**config.mk**
```make
export PLATFORM = sky130hd
export DESIGN_NAME = seq_detector_param
export DESIGN_NICKNAME = d
export VERILOG_FILES = /design/src/rtl/seq_detector_param.sv
export SDC_FILE = /design/constraint.sdc
export NUM_CORES = 1
export LEC_CHECK = 0
export ABC_AREA = 1
export CAP_MARGIN = 20
export CORE_ASPECT_RATIO = 1.4
export CORE_MARGIN = 2
export CORE_UTILIZATION = 30
export CTS_CLUSTER_DIAMETER = 100
export CTS_CLUSTER_SIZE = 25
export DETAILED_ROUTE_END_ITERATION = 10
export PLACE_DENSITY = 0.55
export SYNTH_ARGS = -nofsm -noshare
export SYNTH_HDL_FRONTEND = slang
export SYNTH_SLANG_ARGS = --single-unit
```
**constraint.sdc**
```tcl
create_clock -name Clk -period 2.31 [get_ports Clk]
set_input_delay 0.5775 -clock Clk [delete_from_list [all_inputs] [get_ports Clk]]
set_output_delay 0.5775 -clock Clk [all_outputs]
set_load 0.01 [all_outputs]
```
**src/rtl/seq_detector_param.sv**
```systemverilog
// Runtime-programmable serial pattern detector.
// Bits arrive on I qualified by in_valid and are shifted into a history
// register.  F pulses for one cycle on the edge that accepts the last bit
// of a match.  Overlapping or non-overlapping detection is selectable per
// accepted bit, and a saturating counter tallies matches.
module seq_detector_param #(
    parameter int MAX_LEN = 8,
    parameter int CNT_W = 8,
    parameter logic [MAX_LEN-1:0] DEFAULT_PAT = MAX_LEN'(8'b0000_1001),
    parameter int DEFAULT_LEN = 4,
    localparam int LEN_W = $clog2(MAX_LEN + 1)
) (
    input  logic               Clk,
    input  logic               reset,
    input  logic               I,
    input  logic               in_valid,
    input  logic               pat_load,
    input  logic [MAX_LEN-1:0] pat_in,
    input  logic [LEN_W-1:0]   len_in,
    input  logic               overlap,
    input  logic               clr_cnt,
    output logic               F,
    output logic [CNT_W-1:0]   match_cnt
);

    logic [MAX_LEN-1:0] pat_reg;
    logic [MAX_LEN-1:0] pat_next;
    logic [LEN_W-1:0]   len_reg;
    logic [LEN_W-1:0]   len_next;
    logic [MAX_LEN-1:0] hist;
    logic [MAX_LEN-1:0] hist_next;
    logic [LEN_W-1:0]   fill;
    logic [LEN_W-1:0]   fill_next;
    logic               f_next;
    logic [CNT_W-1:0]   cnt_next;

    logic [MAX_LEN-1:0] shifted;
    logic [LEN_W-1:0]   fill_inc;
    logic [MAX_LEN-1:0] len_mask;
    logic [LEN_W-1:0]   len_clamped;
    logic               match;

    // Mask selecting only the low len_reg bits, so pattern bits above the active length are ignored.
    always_comb begin
        len_mask = '0;
        for (int k = 0; k < MAX_LEN; k++) begin
            len_mask[k] = (k < int'(len_reg));
        end
    end

    // A loaded length of 0 becomes 1 and anything beyond MAX_LEN is capped.
    always_comb begin
        len_clamped = len_in;
        if (len_in == '0) begin
            len_clamped = LEN_W'(1);
        end else if (int'(len_in) > MAX_LEN) begin
            len_clamped = LEN_W'(MAX_LEN);
        end
    end

    // Next-state logic: load has priority, then an accepted bit, otherwise hold with F low.
    always_comb begin
        pat_next  = pat_reg;
        len_next  = len_reg;
        hist_next = hist;
        fill_next = fill;
        f_next    = 1'b0;
        match     = 1'b0;
        shifted   = {hist[MAX_LEN-2:0], I};
        fill_inc  = (fill < len_reg) ? (fill + LEN_W'(1)) : len_reg;

        if (pat_load) begin
            pat_next  = pat_in;
            len_next  = len_clamped;
            hist_next = '0;
            fill_next = '0;
        end else if (in_valid) begin
            hist_next = shifted;
            fill_next = fill_inc;
            match = (fill_inc == len_reg) &&
                    (((shifted ^ pat_reg) & len_mask) == '0);
            f_next = match;
            if (match && !overlap) begin
                fill_next = '0;
            end
        end
    end

    // Counter clears synchronously on clr_cnt, otherwise counts matches and sticks at all-ones.
    always_comb begin
        cnt_next = match_cnt;
        if (clr_cnt) begin
            cnt_next = '0;
        end else if (match && (match_cnt != '1)) begin
            cnt_next = match_cnt + CNT_W'(1);
        end
    end

    // State register; reset restores the default pattern and empties the history immediately.
    always_ff @(posedge Clk or posedge reset) begin
        if (reset) begin
            pat_reg   <= DEFAULT_PAT;
            len_reg   <= LEN_W'(DEFAULT_LEN);
            hist      <= '0;
            fill      <= '0;
            F         <= 1'b0;
            match_cnt <= '0;
        end else begin
            pat_reg   <= pat_next;
            len_reg   <= len_next;
            hist      <= hist_next;
            fill      <= fill_next;
            F         <= f_next;
            match_cnt <= cnt_next;
        end
    end

endmodule

```
==> out/summary.txt <==
RUN STATUS
----------------------------------------------------------------------------------------
Result of the run                                                           finished, final reports clean

CRITICAL PATH
----------------------------------------------------------------------------------------
Worst Reg2Reg Path Length in Cells                                                     9
Required time worst endpoint                                                     2480 ps
Arrival time of data at the critical path endpoint                               2100 ps
Kind of capture point of the worst setup path                                  flip-flop
Max FO, Critical Path                                                                  9
Critical path startpoint category                                              flip-flop
Kind of critical path                                                       flip-flop to flip-flop

FLOORPLANNING
----------------------------------------------------------------------------------------
Number of placement rows                                                              33
Total Die Area                                                                 6720 um^2
Starting density of the core                                                       31.1%
Floorplan die height                                                             96.2 um
Number of I/O pins                                                                    28
Placeable core region                                                          5860 um^2
Die extent in x                                                                  69.9 um

TIMING
----------------------------------------------------------------------------------------
Clock period minus worst slack                                                   1930 ps
Hold Vio Cnt, Final                                                                    0
Maximum clock frequency                                                          517 MHz
Max-slew violation count                                                               0
Rel. slew slack                                                                    72.6%
Fin Hold WS                                                                       499 ps
Setup TNS                                                                           0 ps
Worst setup skew after layout                                                    4.97 ps
Unrepaired setup endpoints after global routing                                    false
Transition time of the tightest slew-check pin                                    411 ps
Final critical-path share of the clock period                                      83.7%
Crit path setup slack, layout                                                     376 ps
Final setup vio count                                                                  0

CTS
----------------------------------------------------------------------------------------
Clock latency on the worst-skew pair                                              290 ps
Number of H-tree levels                                                                2
Number of buffers created by CTS                                                       5
Sinks on Clock Net                                                                    32
Clock Root Buffer                                                               clkbuf_8
Number of buffers inserted by post-CTS setup repair                                    0
Cts-stage hold buffer count                                                            0
Max clock buf depth                                                                    2
CTS resizes                                                                            0
Clock slew at reported path FFs                                                    60 ps
TritonCTS clock tree                                                                done

DETAILED ROUTING
----------------------------------------------------------------------------------------
Pre-Repair DR Iteration Count                                                          4
Detail-routed via count per cell                                                    4.56
Starting DRC count in detailed routing                                                70
Residual antenna-violating net count after detailed routing                            0
DRC errors left                                                                        0
Vias after detailed routing                                                         1587
Sum of routed wire length over all layers                                        4.05 mm
WL per Instance                                                                  11.6 um

SYNTHESIS
----------------------------------------------------------------------------------------
Post-Syn Nets                                                                        264
Share of async-settable or async-resettable flops after synthesis                   100%
Cells after synthesis                                                                240
Count of different cell masters after synthesis                                       26
Portion of synthesized cell area occupied by the leading cell type                 39.8%
Main flop type after synthesis                                                   dfrtp_1
Per-instance average area after synthesis                                      7.60 um^2
Mapped cell area                                                               1820 um^2
Top cells by area in the synthesized netlist                                dfrtp_1, nand2_1, inv_1
Leading cell types by count after synthesis                                 nand2_1, inv_1, dfrtp_1
Number of synthesized flops with an enable pin                                         0
Ys Warns                                                                               0
Post-synthesis cell type with the largest combined area                          dfrtp_1
Most instantiated library cell after synthesis                                   nand2_1
Synthesized flop and latch total                                                      32
Share of the yosys chip area belonging to registers                                44.1%

WORST HOLD PATH
----------------------------------------------------------------------------------------
Class of the most critical hold timing path                                 flip-flop to flip-flop
WHS Path Cells                                                                         2

LAYOUT
----------------------------------------------------------------------------------------
Number of antenna cells inserted                                                       0
Share of cells above drive strength 1                                              8.63%
Design Area, Final                                                             2300 um^2
Number of nets in the layout                                                         301
End-of-flow core utilization                                                       39.3%
Layout overhead on the synthesized area                                            26.4%
Layout filler cell count                                                             625

PLACE
----------------------------------------------------------------------------------------
Weighted congestion reported at the end of routability-driven placement            0.777
# port buffers                                                                        27
Minimum setup slack after placement                                               237 ps
Instance area after placement                                                  2210 um^2
Total half-perimeter wirelength after legalization and detailed placement        3.13 mm

POWER AND IR DROP
----------------------------------------------------------------------------------------
Share of power burned in registers                                                 44.9%
Max rail drop VDD                                                               0.318 mV
P_int                                                                            1.01 mW
Leakage power of the design                                                      1.13 nW
Power share of the combinational group                                             24.7%
Switching power summed over all nets                                              443 uW
Sw frac                                                                            30.5%
Proportion of power drawn by the clock network                                     30.4%
Power density over the cells                                                 629 nW/um^2

GRT
----------------------------------------------------------------------------------------
Initial antenna violation count                                                        0
Total track usage                                                                  13.6%
Pin count of the biggest net entering global routing                                  33
Via count of the first global-routing pass                                          1593
Global route overflow                                                                  0
Wire length of the first global-routing pass                                     7.21 mm

JOB
----------------------------------------------------------------------------------------
Max-cap violations                                                                     0

==> area by class of cell <==
type                            instances  area [um^2]  area share [%]
Clock buffer                            8         90.1            3.91
Inverter                               36          135            5.86
Tap cell                               70         87.6            3.80
Timing Repair Buffer                   33          315            13.7
Sequential cell                        32          805            34.9
Multi-Input combinational cell        169          872            37.8
==> layer usage <==
metal	share of wire, %	vias to the layer above	track usage [%]
met5	0	-	0
met4	2.3	0	7.21
met3	2.8	7	2.83
met2	50	22	24.1
met1	45	720	15.4
li1	-	838	-
==> cells by family (layout without fill, tap and decap cells) <==
family,Yosys count,after routing,share of synthesized area (%)
buf+inv,39,77,8.03
simple gates,123,123,29.7
compound gates,33,33,10.8
xor+xnor,8,8,3.84
flops,32,32,44.1
fa+ha+maj,5,5,3.43
==> path summary, 6_finish.rpt <==
check | from | end | slack [ps]
worst max-delay path | len_reg[3]$_DFFE_PP0P_ | match_cnt[6]$_DFFE_PP0P_ | 380
worst min-delay path | pat_reg[1]$_DFFE_PP0P_ | pat_reg[1]$_DFFE_PP0P_ | 500
worst max register to register | len_reg[3]$_DFFE_PP0P_ | match_cnt[6]$_DFFE_PP0P_ | 380
worst min register to register | pat_reg[1]$_DFFE_PP0P_ | pat_reg[1]$_DFFE_PP0P_ | 500
max in group asynchronous | reset | len_reg[2]$_DFFE_PP1P_ | 1290
min in group asynchronous | reset | match_cnt[5]$_DFFE_PP0P_ | 680
==> power by group through the flow <==
stage	registers, mW	clock network (mW)	logic (mW)
2_1_floorplan	0.652	0	0.237
6_report	0.651	0.441	0.358
4_1_cts	0.651	0.462	0.364
5_1_grt	0.658	0.483	0.409
3_3_place_gp	0.660	0	0.361
3_5_place_dp	0.661	0	0.363
==> layout by cell type (no fill, tap or decap), drive strengths merged, types with 2 or more instances in the layout <==
cell	instances
clkbuf	8
nand2	75
dfrtp	29
o22ai	9
xor2	5
nand4	3
nor3	2
clkdlybuf4s50	27
inv	35
ha	5
nor2	18
xnor2	3
dfstp	3
o21ai	16
nand3	24
a21oi	5
buf	6
==> through the flow <==
step,std cells,power (mW)
3_3_place_gp,340,1.02
2_1_floorplan,240,0.890
4_1_cts,348,1.48
3_5_place_dp,340,1.02
5_1_grt,348,1.55
6_report,348,1.45
==> critical path: stages, from the launching register on <==
cell and delay, ps:
dfrtp_1 470, inv_2 110, ha_1 340, a21o_1 220, a31oi_4 150, nand2_1 160
nand4_4 160, nand2_4 100, nand2_1 70, nand2_1 50
Power figures use the tool's default switching activity.
